File: src/rtl/mux_scan_pkg.sv
// Shared types and constants for the 4:1 mux scan sequencer.
package mux_scan_pkg;

  // Number of mux channels scanned per frame.
  localparam int N_CH    = 4;
  // Width of the mux select bus.
  localparam int SEL_W   = 2;
  // Width of an assembled frame: one sampled bit per channel.
  localparam int FRAME_W = 4;

  // Sequencer states: waiting for start, or stepping through channels.
  typedef enum logic [0:0] {
    IDLE = 1'b0,
    SCAN = 1'b1
  } state_t;

endpackage : mux_scan_pkg

File: src/rtl/mux_scan_dwell_cnt.sv
// Dwell timer: counts the cycles a mux channel has been selected and flags
// the final cycle of the dwell so the caller can sample and advance.
module mux_scan_dwell_cnt #(
  parameter int DWELL = 4,
  parameter int CNT_W = 8
) (
  input  logic clk,
  input  logic rst_n,
  input  logic clear,
  input  logic enable,
  output logic last
);

  localparam logic [CNT_W-1:0] LAST_VAL = CNT_W'(DWELL - 1);

  logic [CNT_W-1:0] cnt;

  // Count up while enabled, wrapping to 0 after the last dwell cycle; clear wins.
  always_ff @(posedge clk or negedge rst_n) begin
    if (!rst_n) begin
      cnt <= '0;
    end else if (clear) begin
      cnt <= '0;
    end else if (enable) begin
      if (cnt == LAST_VAL) begin
        cnt <= '0;
      end else begin
        cnt <= cnt + 1'b1;
      end
    end
  end

  assign last = (cnt == LAST_VAL);

endmodule : mux_scan_dwell_cnt

File: src/rtl/mux_scan_ctrl.sv
// Upstream sequencer for the 4:1 mux: steps sel through channels 0..3,
// holding each for DWELL cycles, samples y on the last dwell cycle and
// hands the assembled 4-bit frame downstream.
//
// Downstream handshake: a frame transfers on any rising edge where
// frame_valid && frame_ready. While frame_valid is high and frame_ready is
// low, frame_data is held stable. A frame completing while the output
// register is occupied and not being accepted is dropped (overrun pulse);
// a frame completing in the same cycle as an accept replaces it seamlessly.
module mux_scan_ctrl
  import mux_scan_pkg::*;
#(
  parameter int DWELL = 4,
  parameter int CNT_W = 8
) (
  input  logic               clk,
  input  logic               rst_n,
  input  logic               start,
  input  logic               continuous,
  output logic [SEL_W-1:0]   sel,
  input  logic               y_in,
  output logic [FRAME_W-1:0] frame_data,
  output logic               frame_valid,
  input  logic               frame_ready,
  output logic               busy,
  output logic               overrun,
  output state_t             dbg_state
);

  localparam logic [SEL_W-1:0] LAST_CH = SEL_W'(N_CH - 1);

  state_t           state;
  logic [SEL_W-1:0] ch;
  logic [N_CH-2:0]  shadow;
  logic             dwell_last;
  logic             dwell_clear;
  logic             dwell_en;
  logic             out_free;

  // The dwell timer runs only while scanning and is parked at 0 in IDLE,
  // so a new scan always starts with a full dwell on channel 0.
  assign dwell_clear = (state == IDLE);
  assign dwell_en    = (state == SCAN);

  mux_scan_dwell_cnt #(
    .DWELL (DWELL),
    .CNT_W (CNT_W)
  ) u_dwell (
    .clk    (clk),
    .rst_n  (rst_n),
    .clear  (dwell_clear),
    .enable (dwell_en),
    .last   (dwell_last)
  );

  // The output register can take a new frame if it is empty or being drained now.
  always_comb begin
    out_free = !frame_valid || frame_ready;
  end

  // Scan FSM with channel counter, sample shadow and registered outputs.
  always_ff @(posedge clk or negedge rst_n) begin
    if (!rst_n) begin
      state       <= IDLE;
      ch          <= '0;
      shadow      <= '0;
      sel         <= '0;
      frame_data  <= '0;
      frame_valid <= 1'b0;
      busy        <= 1'b0;
      overrun     <= 1'b0;
    end else begin
      overrun <= 1'b0;

      // Accept drains the output register; a completion below may refill it.
      if (frame_valid && frame_ready) begin
        frame_valid <= 1'b0;
      end

      case (state)
        IDLE: begin
          if (start) begin
            state <= SCAN;
            ch    <= '0;
            sel   <= '0;
            busy  <= 1'b1;
          end
        end

        SCAN: begin
          if (dwell_last) begin
            if (ch != LAST_CH) begin
              // Only the value on the final dwell cycle is kept.
              for (int i = 0; i < N_CH - 1; i++) begin
                if (ch == SEL_W'(i)) begin
                  shadow[i] <= y_in;
                end
              end
              ch  <= ch + 1'b1;
              sel <= ch + 1'b1;
            end else begin
              // Last channel: the frame completes with y_in as its top bit.
              ch  <= '0;
              sel <= '0;
              if (out_free) begin
                frame_data  <= {y_in, shadow};
                frame_valid <= 1'b1;
              end else begin
                overrun <= 1'b1;
              end
              if (!continuous) begin
                state <= IDLE;
                busy  <= 1'b0;
              end
            end
          end
        end

        default: begin
          state <= IDLE;
          ch    <= '0;
          sel   <= '0;
          busy  <= 1'b0;
        end
      endcase
    end
  end

  assign dbg_state = state;

endmodule : mux_scan_ctrl

File: config.mk
export PLATFORM = sky130hd
export DESIGN_NAME = mux_scan_ctrl
export DESIGN_NICKNAME = d
export VERILOG_FILES = /design/src/rtl/mux_scan_pkg.sv /design/src/rtl/mux_scan_dwell_cnt.sv /design/src/rtl/mux_scan_ctrl.sv
export SDC_FILE = /design/constraint.sdc
export NUM_CORES = 1
export LEC_CHECK = 0
export CORE_ASPECT_RATIO = 1.4
export CORE_MARGIN = 2
export CORE_UTILIZATION = 40
export CTS_CLUSTER_SIZE = 24
export DETAILED_ROUTE_END_ITERATION = 16
export GPL_TIMING_DRIVEN = 0
export HOLD_SLACK_MARGIN = 0.08
export PLACE_DENSITY = 0.65
export SLEW_MARGIN = 20
export SYNTH_ARGS = -nofsm -noshare
export SYNTH_HDL_FRONTEND = slang
export SYNTH_HIERARCHICAL = 1
export SYNTH_SLANG_ARGS = --single-unit
export TNS_END_PERCENT = 100
File: constraint.sdc
create_clock -name clk -period 2 [get_ports clk]
set_input_delay 0.5 -clock clk [delete_from_list [all_inputs] [get_ports clk]]
set_output_delay 0.5 -clock clk [all_outputs]
set_load 0.1 [all_outputs]
Word level (Yosys, flattened, before mapping)
Cells that the tools add are included.
Operators by class
  reduce and logical (&&, ||, !) cells: 10
  equality and inequality tests: 8
  bitwise operators: 2
  muxes and demuxes: 25
  add/subtract/negate cells: 2
Operators by type and width (number)
  $reduce_and 4->1: 5
  $mux 1: 17
  $mux 8: 2
  $add 8x1->8 const B: 1
  $eq 8x2->1 const B: 1
  $ne 2x2->1 const B: 4
  $mux 2: 3
  $pmux 1 s2: 2
  $pmux 2 s2: 1
  $add 2x1->2 const B: 1
  $eq 2x1->1 const B: 1
  $eq 2x2->1 const B: 1
  $logic_not 2->1: 1
  $ne 2x1->1 const B: 1
  $not 1->1: 2
  $reduce_and 2->1: 1
  $logic_and 1x1->1: 1
  $logic_not 1->1: 1
  $logic_or 1x1->1: 1
Word-level totals
  register bits after elaboration: 21
  input bits: 6
  output and inout bits: 10
  logic and storage cells: 57

Depth between registers and ports, before layout
Gate-level depths: netlist of run 1.
  word-level depth: 6
  depth in mapped cells: 6
  gate-level depth less buffers: 5

Hierarchy
Netlist of run 1, hierarchy kept.
By module, submodules not included
  mux_scan_ctrl: sequential area each 325.3 um^2, cells each 53, times used 1, area an instance 635.6 um^2
  mux_scan_dwell_cnt: sequential area each 200.2 um^2, cells each 46, times used 1, area an instance 440.4 um^2

Least setup slack after synthesis of run 1
Ideal clock, no wire load.
  path type: flip-flop to flip-flop
  start point: register state, in the netlist dbg_state
  end point: register u_dwell.cnt[7]
  cell stages (with the launch flop): 5
  clock period less this slack: 2052 ps
  slack: -52 ps
  arrival time: 1975 ps
  path buffers: 1
  path through: dfrtp_1 buf_4 o2111ai_2 or4_1 a21oi_1
Between the ends
  word-level cells in the longest chain between the ends: 1
Ends and longest elaborated chain
  from (decl): line mux_scan_ctrl.sv:32  | state_t state;
  from (signal assigned): line mux_scan_ctrl.sv:64  | state <= IDLE;
  from (signal assigned): line mux_scan_ctrl.sv:83  | state <= SCAN;
  from (signal assigned): line mux_scan_ctrl.sv:112  | state <= IDLE;
  $mux 8: line mux_scan_dwell_cnt.sv:22  | end else if (clear) begin
  to (signal assigned): line mux_scan_dwell_cnt.sv:28  | cnt <= cnt + 1'b1;
  to (decl): line mux_scan_dwell_cnt.sv:16  | logic [CNT_W-1:0] cnt;
No other way between the ends.
A chain may end at the register's enable or synchronous reset.

Final worst setup path of run 1
  start point: register u_dwell.cnt[3]
  end point: register frame_data[1]
Between the ends
  word-level cells in the longest chain between the ends: 2
Ends and longest elaborated chain
  $eq 8x2->1: line mux_scan_dwell_cnt.sv:33  | assign last = (cnt == LAST_VAL);
  net dwell_last: line mux_scan_ctrl.sv:35  | logic dwell_last;
  $reduce_and 4->1 (no line)
  to (signal assigned): line mux_scan_ctrl.sv:106  | frame_data <= {y_in, shadow};
  to (decl): line mux_scan_ctrl.sv:22  | output logic [FRAME_W-1:0] frame_data,
The timed path passes the listed nets, and every way through them passes these cells.

==> metrics, run 1 <==
first-pass detailed-route iteration total 4; CP max stage delay 0.47 ns; largest net degree at the start of global routing 22; Pint 0.0009437 W; simple-gate share of the synthesized area 16.74%; clk buf depth 2; Placed Cells 150; Buf/Inv on CP 1; worst reg2reg path depth 6; hpwl dp 1.401 mm; worst r2r dst frame_data[1]; register area share after synthesis 48.84%; Seq pwr share 34.1%; I/O pin count 16; Final Wtd Congestion 0.7789; Net Count, Synth 111; worst-path cell chain nor4_4 -> and3_4 -> buf_6 -> nand3_4 -> nor2b_4 -> mux2_2; yosys warns 6; global-route wire length before repair 3.174 mm; Final Skew 0.009193 ns; via count 776; Cell Rows 22; CP delay by family, top simple AND/OR/NAND/NOR gates; Filler cells 249; Clock Tree Root clkbuf_4; layout cells sized above 1 29.66%; Final Setup Violations 0; fin crit share 95.08%; Die W 47.84 microns; drt total wl 1.900 mm; Max IR drop VDD 0.0007601 V; Crit Path Class reg2reg; CORE AREA 0.002587 sq mm; Switching Fraction 52.00%; largest family of logic cells by synthesized area simple AND/OR/NAND/NOR gates; vias in the first global route 738; initial core utilization 41.59%; initial antenna violation count 0; # H-tree levels 1; mux cell area share after synthesis 9.186%; DRC 0; global route total overflow 0; worst skew pair latency 0.30 ns; Synth Instances 99; status complete, no violations; Die Area 0.003127 sq mm; Lkg Pwr 0.5770 nW; CTS Buf Count 3; CTS Hold Bufs 0; Antenna Diode Count 0; Port Buffers 15; FMAX 0.5259 GHz; maximum capacitance violations 0; Slew @ Worst Pin 0.5490 ns; reg2reg start u_dwell/cnt[3]; final-report hold violation count 0; Crit-path slowest cell dfrtp_1; Setup Buffers After CTS 0; drt initial violations 24; Antenna Violating Nets Remaining 0; final std cells w/o fill 154; flop2flop setup slack 0.1 ns; critical path startpoint category register; GRT Overall Usage 13.84%; # nets final 131; adder-cell share of the synthesized area 6.977%; Layout area overhead 21.98%; required time worst endpoint 2.19 ns; # clock sinks 21; Pins Over Slew Limit 0; Hold Crit Class in2async; DR WL/cell 12.34 microns; Comb pwr share 55.8%; Die Ht 65.37 microns; CTS tree built; minimum clock period 1.902 ns; cell area after synthesis 0.001076 sq mm; reported net switching power 0.001022 W; Slew HR 63.57%; XOR/XNOR share of the synthesized area 1.628%; endpoint class of the critical path register; CP max FO 8; power share of the clock group 10.1%; Netlist cell types 30; clock slew at reported path FFs 0.12 ns; Multi-input gate area 514.2 sq um; FF+latch area 530.5 sq um; Yosys reg bits 21; syn_area_per_cell 10.87 sq um; CP arrival 2.09 ns; PD cells 1498 mW/mm^2; Synth Area in Compound Gates 11.40%; vias per cell 5.039; RSZ-0062 raised after global routing no; setup TNS 0 ns
[worst max-delay path by stage]
stage / start / cells after the start / slack (ns) / end
final: u_dwell/cnt[3] / 6 / 0.1 / frame_data[1]
after global placement: ch[0] / 1 / -0.06 / sel[0]
after global routing: u_dwell/cnt[3] / 6 / 0.02 / frame_data[1]
after floorplan: u_dwell/cnt[2] / 6 / 0.12 / frame_data[0]
after detailed placement: ch[0] / 1 / -0.08 / sel[0]
after CTS: frame_data[1] / 1 / 0.0006 / frame_data[1]
[power groups by stage]
stage	logic, W	clock network, W	registers [W]
floorplan	0.000374	0	0.00118
CTS	0.00111	0.000218	0.000670
finish	0.00110	0.000199	0.000669
global placement	0.00111	0	0.000675
global route	0.00117	0.000241	0.000690
detailed placement	0.00113	0	0.000680
[cells in the mapped netlist]
master / number / share of area (%)
dfrtp_1: 21 / 49
mux2_2: 7 / 7.3
or3_2: 1 / 0.70
nand2b_1: 2 / 1.2
nor4_1: 1 / 0.58
ha_1: 6 / 7.0
o2111ai_2: 1 / 1.4
nand4_1: 1 / 0.58
nor2b_4: 1 / 1.3
o2111ai_1: 1 / 0.81
buf_6: 2 / 2.1
o21ai_0: 4 / 1.9
xor2_1: 2 / 1.6
or4_1: 2 / 1.4
nand3b_1: 1 / 0.70
o32ai_1: 1 / 0.81
and3_1: 1 / 0.58
inv_1: 6 / 2.1
nand3_1: 4 / 1.9
mux2i_1: 2 / 1.9
o31ai_1: 2 / 1.4
o22ai_1: 1 / 0.58
a21oi_1: 6 / 2.8
nor2_1: 9 / 3.1
buf_4: 1 / 0.70
a211o_1: 1 / 0.81
clkbuf_1: 1 / 0.35
nand3_4: 1 / 1.6
nand2_1: 9 / 3.1
a41o_1: 1 / 0.93
[area by class of cell]
class                           count  area share (%)
Inverter                            6           1.716
Buffer                              4           2.574
Timing Repair Buffer               15           10.58
Clock inverter                      1          0.3813
Clock buffer                        3           1.716
Sequential cell                    21           40.42
Multi-Input combinational cell     68           39.18
Tap cell                           36           3.432
[placed cells by master (no fill, tap or decap)]
| master | Yosys | routed |
|---|---|---|
| and3_4 | 0 | 1 |
| nand3b_1 | 1 | 1 |
| buf_2 | 0 | 1 |
| ha_1 | 6 | 6 |
| nor2_1 | 9 | 9 |
| o21ai_0 | 4 | 4 |
| clkbuf_1 | 1 | 1 |
| xor2_1 | 2 | 2 |
| buf_4 | 1 | 1 |
| nand3_4 | 1 | 1 |
| nand2b_1 | 2 | 2 |
| nand2_1 | 9 | 9 |
| clkbuf_2 | 0 | 3 |
| inv_1 | 6 | 6 |
| clkbuf_4 | 0 | 3 |
| clkinv_2 | 0 | 1 |
| o2111ai_1 | 1 | 1 |
| nand3_1 | 4 | 4 |
| nand4_1 | 1 | 1 |
| a41o_1 | 1 | 1 |
| nor2b_4 | 1 | 1 |
| dfrtp_1 | 21 | 17 |
| mux2_2 | 7 | 7 |
| or4_1 | 2 | 2 |
| dfrtp_2 | 0 | 4 |
| clkdlybuf4s15_2 | 0 | 7 |
| a21oi_1 | 6 | 6 |
| nor4_4 | 0 | 1 |
| buf_6 | 2 | 2 |
| o22ai_1 | 1 | 1 |
| o2111ai_2 | 1 | 1 |
| a211o_1 | 1 | 1 |
| o32ai_1 | 1 | 1 |
| mux2i_1 | 2 | 2 |
| clkdlybuf4s50_1 | 0 | 4 |
| or3_2 | 1 | 1 |
| o31ai_1 | 2 | 2 |
[flip-flops by register name (all words and copies together), names as in the netlist]
register     flops
shadow           3
busy             1
u_dwell/cnt      8
ch               2
frame_data       4
frame_valid      1
overrun          1
dbg_state        1
[through the flow]
step / hold WS, ns / util (%) / total power, W / worst slack (ns) / instance area, sq um
finish: 0.1317 / 50.73 / 0.001966 / 0.09845 / 1313
global route: 0.1462 / 50.73 / 0.002103 / 0.01612 / 1313
CTS: 0.5208 / 50.92 / 0.001998 / 0.0006470 / 1318
detailed placement: 0.4887 / 49.27 / 0.001815 / -0.07716 / 1275
global placement: 0.4828 / 49.27 / 0.001790 / -0.06435 / 1275
floorplan: 0.2044 / - / 0.001556 / 0.1192 / 1080
[repair_timing]
| action | 4_1_cts | 5_1_grt |
|---|---|---|
| resized for setup | 28 | 6 |
| cloned | 0 | 0 |
| setup endpoints to repair | 14 | 7 |
[logic make-up (layout without fill, tap and decap cells)]
group | count (synthesis) | count (layout)
mux | 9 | 9
simple gates | 33 | 33
flops | 21 | 21
buf+inv | 10 | 29
compound gates | 18 | 18
fa+ha+maj | 6 | 6
xor+xnor | 2 | 2
[per-layer routing]
metal | vias up | wire length [microns] | global-route usage (%)
li1 | 387 | - | -
met1 | 371 | 809 | 16.20
met2 | 14 | 1014 | 23.83
met3 | 4 | 47 | 2.473
met4 | 0 | 28 | 5.068
met5 | - | 0 | 0
Note: power is estimated with default switching activity, not from simulation.
==> run 2: changes to the inputs <==
--- a/config.mk
+++ b/config.mk
@@ -7,12 +7,12 @@
 export LEC_CHECK = 0
 export CORE_ASPECT_RATIO = 1.4
 export CORE_MARGIN = 2
-export CORE_UTILIZATION = 40
+export CORE_UTILIZATION = 52
 export CTS_CLUSTER_SIZE = 24
 export DETAILED_ROUTE_END_ITERATION = 16
 export GPL_TIMING_DRIVEN = 0
-export HOLD_SLACK_MARGIN = 0.08
-export PLACE_DENSITY = 0.65
+export HOLD_SLACK_MARGIN = 0.03
+export PLACE_DENSITY = 0.8
 export SLEW_MARGIN = 20
 export SYNTH_ARGS = -nofsm -noshare
 export SYNTH_HDL_FRONTEND = slang
==> run 2 against run 1 <==
Global-route usage rose by 4.5 points. First-iteration DRC count fell by 38%. Clock skew down 0.0044 ns. Power rose by 0.16%. Critical endpoint is now overrun.
==> metrics, run 2 (synthesized netlist as in run 1, its figures left out) <==
Comb pwr share 56.1% (+0.3 points); CP delay by family, top buffers and inverters; hpwl dp 1.439 mm (+2.7%); Antenna Violating Nets Remaining 0 (unchanged); most frequent cells in the layout dfrtp_1, nand2_1, nor2_1; FMAX 0.5121 GHz (-2.6%); most common cell after layout, fill and taps aside dfrtp_1; reported net switching power 0.001029 W (+0.64%); minimum clock period 1.953 ns (+0.05127 ns); Crit-path slowest cell clkdlybuf4s15_1; layout cells sized above 1 30.25% (+0.59 points); clock slew at reported path FFs 0.11 ns (about the same); Max IR drop VDD 0.0009163 V (+21%); Hold Crit Class reg2reg; first-pass detailed-route iteration total 4 (unchanged); Slew @ Worst Pin 0.9436 ns (+0.3945 ns); CTS Hold Bufs 0 (unchanged); # H-tree levels 1 (unchanged); Die W 42.45 microns (-11%); max reg flops 8 (unchanged); clk buf depth 2 (unchanged); # nets final 132 (+0.76%); CP arrival 1.45 ns (-0.64 ns); largest net degree at the start of global routing 22 (unchanged); power share of the clock group 10.0% (about the same); Die Area 0.002454 sq mm (-22%); initial core utilization 55.20% (+14 points); Crit Path Class reg2out; Final Wtd Congestion 0.7505 (-3.6%); hold_ws 0.5236 ns (+0.3919 ns); CP max FO 1 (-7); I/O pin count 16 (unchanged); worst skew pair latency 0.29 ns (about the same); DRC 0 (unchanged); initial antenna violation count 0 (unchanged); fin crit share 97.64% (+2.6 points); Lkg Pwr 0.5771 nW (about the same); Clock Tree Root clkbuf_4; Setup WS pre-CTS -0.07637 ns (+0.0007878 ns); global-route wire length before repair 3.491 mm (+10%); Slew HR 37.34% (-26 points); via count 772 (-0.52%); drt initial violations 15 (-38%); status complete, no violations; Final Setup Violations 0 (unchanged); CORE AREA 0.001949 sq mm (-25%); vias in the first global route 833 (+13%); Pins Over Slew Limit 0 (unchanged); CTS tree built; PD cells 1506 mW/mm^2 (+0.55%); global route total overflow 0 (unchanged); maximum capacitance violations 0 (unchanged); CP max stage delay 0.81 ns (+0.34 ns); Antenna Diode Count 0 (unchanged); Layout area overhead 21.51%; Top reg by flops u_dwell/cnt; Top Registers u_dwell/cnt: 8 flops, frame_data: 4 flops, shadow: 3 flops; CTS Buf Count 3 (unchanged); Switching Fraction 52.25% (+0.25 points); endpoint class of the critical path primary output; Port Buffers 15 (unchanged); required time worst endpoint 1.50 ns (-0.69 ns); drt total wl 1.987 mm (+4.6%); Seq pwr share 33.9% (-0.2 points); vias per cell 5.514 (+9.4%); Final Skew 0.004780 ns (-0.004413 ns); Die Ht 57.83 microns (-12%); worst-path cell chain clkdlybuf4s15_1; final-report hold violation count 0 (unchanged); # clock sinks 21 (unchanged); Cell Rows 19 (-14%); critical path startpoint category register; GRT Overall Usage 18.31% (+4.5 points); DR WL/cell 14.19 microns (+15%); Pint 0.0009403 W (-0.36%); Buf/Inv on CP 1 (unchanged); setup ws final 0.04719 ns (-0.05127 ns)
## run 2: changes by cell type in the layout (fill, tap and decap cells not counted), sizes merged
cell | before | now
clkdlybuf4s50 | 4 | 5
## run 2: final timing paths
kind | start | to | slack [ns] | cells after the start
min in group asynchronous | rst_n | overrun | 0.71 | 1
hold reg to reg | shadow[0] | shadow[0] | 0.52 | 1
setup / recovery | overrun | overrun | 0.05 | 1
max in group asynchronous | rst_n | ch[1] | 0.67 | 1
setup reg to reg | u_dwell/cnt[3] | frame_data[3] | 0.09 | 6
hold / removal | shadow[0] | shadow[0] | 0.52 | 1
## run 2: final cells by class
class	instances	area [sq um]
Sequential cell	21	533.0
Tap cell	21	26.28
Timing Repair Buffer	16	150.1
Multi-Input combinational cell	68	514.2
Clock buffer	3	22.52
Inverter	6	22.52
Fill cell	160	641.9
Buffer	4	33.78
Clock inverter	1	5.005
## run 2: through the flow
| step | std cells | util, % | TNS, ns | power [W] | area (sq um) |
|---|---|---|---|---|---|
| floorplan | 99 | - | 0 | 0.001556 | 1080 |
| global placement | 135 | 64.44 | -0.2710 | 0.001785 | 1256 |
| detailed placement | 135 | 64.44 | -0.3762 | 0.001826 | 1256 |
| CTS | 139 | 66.50 | 0 | 0.001997 | 1296 |
| global route | 140 | 67.07 | -0.007957 | 0.002090 | 1308 |
| finish | 140 | 67.07 | 0 | 0.001969 | 1308 |
## run 2: routing by layer
layer	track usage [%]	part of all wire [%]	vias up
met1	21.02	41	369
met4	7.589	0.86	0
met5	0	0	-
li1	-	-	386
met3	2.492	3.6	2
met2	33.63	55	15
## run 2: timing repair
| action | 4_1_cts | 5_1_grt |
|---|---|---|
| buffers inserted | 0 | 1 |
| pin swaps | 0 | 1 |
| resized for setup | 26 | 9 |
| setup endpoints to repair | 14 | 8 |
## run 2: power by group through the flow
stage / logic [W] / registers (W) / clock network [W]
after global routing: 0.00117 / 0.000694 / 0.000226
after global placement: 0.00112 / 0.000667 / 0
after detailed placement: 0.00114 / 0.000681 / 0
final: 0.00110 / 0.000668 / 0.000197
after CTS: 0.00112 / 0.000670 / 0.000208
after floorplan: 0.000374 / 0.00118 / 0
==> run 3: changes to the inputs <==
--- a/config.mk
+++ b/config.mk
@@ -12,7 +12,7 @@
 export DETAILED_ROUTE_END_ITERATION = 16
 export GPL_TIMING_DRIVEN = 0
 export HOLD_SLACK_MARGIN = 0.03
-export PLACE_DENSITY = 0.8
+export PLACE_DENSITY = 0.75
 export SLEW_MARGIN = 20
 export SYNTH_ARGS = -nofsm -noshare
 export SYNTH_HDL_FRONTEND = slang
==> run 3 against run 2 <==
Setup slack better by 0.026 ns. Register-to-register slack got worse by 0.02 ns. Sequential power hardly changed. Combinational power is essentially flat. Non-clock buffer count unchanged. Global-route usage is 0.33 points higher. Hold slack got worse by 0.40 ns. Critical path depth up 5. Largest cell class unchanged. Largest power group unchanged.
==> metrics, run 3 (synthesized netlist as in run 1, its figures left out) <==
drt total wl 2.045 mm (+2.9%); via count 797 (+3.2%); Lkg Pwr 0.5793 nW (+0.38%); drt initial violations 16 (+1); Final Skew 0.003283 ns (-0.001497 ns); endpoint class of the critical path register; I/O pin count 16 (unchanged); Die W 42.45 microns (unchanged); CORE AREA 0.001949 sq mm (unchanged); Cell Rows 19 (unchanged); maximum capacitance violations 0 (unchanged); minimum clock period 1.926 ns (-0.02647 ns); initial core utilization 55.20% (unchanged); Comb pwr share 56.1% (about the same); initial antenna violation count 0 (unchanged); Antenna Violating Nets Remaining 0 (unchanged); Layout area overhead 21.63% (about the same); Final Wtd Congestion 0.7935 (+5.7%); Filler cells 153 (-4.4%); Antenna Diode Count 0 (unchanged); Slew @ Worst Pin 0.5480 ns (-0.3955 ns); GRT Overall Usage 18.63% (+0.33 points); RSZ-0062 raised after global routing no; vias in the first global route 796 (-4.4%); largest net degree at the start of global routing 22 (unchanged); vias per cell 5.693 (+3.2%); Seq pwr share 33.6% (-0.3 points); Die Area 0.002454 sq mm (unchanged); Overall Power 0.001987 W (+0.88%); Top Registers u_dwell/cnt: 8 flops, frame_data: 4 flops, shadow: 3 flops; setup ws final 0.07366 ns (+0.02647 ns); CTS Buf Count 3 (unchanged); final core utilization 67.14% (about the same); Switching Fraction 52.09% (-0.16 points); worst skew pair latency 0.31 ns (+0.02 ns); status complete, no violations; most common cell after layout, fill and taps aside dfrtp_1; # H-tree levels 1 (unchanged); # clock sinks 21 (unchanged); global route total overflow 0 (unchanged); FMAX 0.5191 GHz (+1.4%); DRC 0 (unchanged); DR WL/cell 14.61 microns (+2.9%); CTS Hold Bufs 0 (unchanged); final-report hold violation count 0 (unchanged); first-pass detailed-route iteration total 4 (unchanged); most frequent cells in the layout dfrtp_1, nand2_1, nor2_1; fin crit share 96.32% (-1.3 points); Max IR drop VDD 0.0008497 V (-7.3%); layout cells sized above 1 31.09% (+0.84 points); global-route wire length before repair 3.443 mm (-1.4%); max reg flops 8 (unchanged); CP arrival 2.13 ns (+0.68 ns); Hold Crit Class in2async; Pint 0.0009518 W (+1.2%); Top reg by flops u_dwell/cnt; Crit Path Class reg2reg; PD cells 1518 mW/mm^2 (+0.78%); CP max FO 8 (+7); Die Ht 57.83 microns (unchanged); # nets final 132 (unchanged); required time worst endpoint 2.20 ns (+0.70 ns); Slew HR 63.64% (+26 points); Final Setup Violations 0 (unchanged); critical path startpoint category register; Pins Over Slew Limit 0 (unchanged); power share of the clock group 10.3% (+0.3 points); CTS tree built; setup TNS 0 ns (unchanged); Setup WS pre-CTS -0.07937 ns (-0.002997 ns); clk buf depth 2 (unchanged); Port Buffers 15 (unchanged); clock slew at reported path FFs 0.12 ns (about the same); Clock Tree Root clkbuf_4; hold_ws 0.1217 ns (-0.4019 ns); reported net switching power 0.001035 W (+0.56%); hpwl dp 1.506 mm (+4.7%)
run 3: final timing paths:
kind	end	slack [ns]	depth (start not counted)	from
min in group clk	frame_data[2]	0.52	1	shadow[2]
max reg2reg	frame_data[0]	0.07	6	u_dwell/cnt[3]
max	frame_data[0]	0.07	6	u_dwell/cnt[3]
max in group asynchronous	u_dwell/cnt[2]	1.54	1	rst_n
min	busy	0.12	1	rst_n
min reg2reg	frame_data[2]	0.52	1	shadow[2]
run 3: layout make-up:
cell class	count	area [sq um]	share of cell area, %
Clock inverter	1	5.005	0.3824
Clock buffer	3	22.52	1.721
Sequential cell	21	531.8	40.63
Timing Repair Buffer	16	152.6	11.66
Tap cell	21	26.28	2.008
Inverter	6	22.52	1.721
Buffer	4	33.78	2.581
Multi-Input combinational cell	68	514.2	39.29
run 3: per-stage QoR:
stage          std cells  instance area, sq um
2_1_floorplan         99                  1080
3_3_place_gp         135                  1256
3_5_place_dp         135                  1256
4_1_cts              139                  1305
5_1_grt              140                  1309
6_report             140                  1309
run 3: power groups by stage:
| stage | registers, W | logic [W] | clock network, W |
|---|---|---|---|
| after floorplan | 0.00118 | 0.000374 | 0 |
| after global placement | 0.000671 | 0.00112 | 0 |
| after detailed placement | 0.000677 | 0.00114 | 0 |
| after CTS | 0.000666 | 0.00113 | 0.000216 |
| after global routing | 0.000691 | 0.00119 | 0.000231 |
| final | 0.000667 | 0.00111 | 0.000206 |
run 3: per-layer routing:
metal | wire [microns] | GRT usage, %
met1 | 808 | 21.22
met2 | 1152 | 34.73
met3 | 59 | 1.869
met4 | 25 | 8.036
met5 | 0 | 0
run 3: critical path, stage by stage (launching register included):
cell and delay, ns:
dfrtp_1 0.47, nor4_4 0.34, and3_4 0.25, buf_6 0.14, nand3_4 0.09, nor2b_4 0.17, mux2_2 0.35
run 3: what timing repair did:
| action | 4_1_cts | 5_1_grt |
|---|---|---|
| endpoints found under the hold margin | 0 | 0 |
| endpoints found under the setup margin | 14 | 6 |
| setup buffers | 0 | 1 |
| gates cloned | 0 | 0 |
| pin swaps | 0 | 1 |
| resized for setup | 30 | 5 |
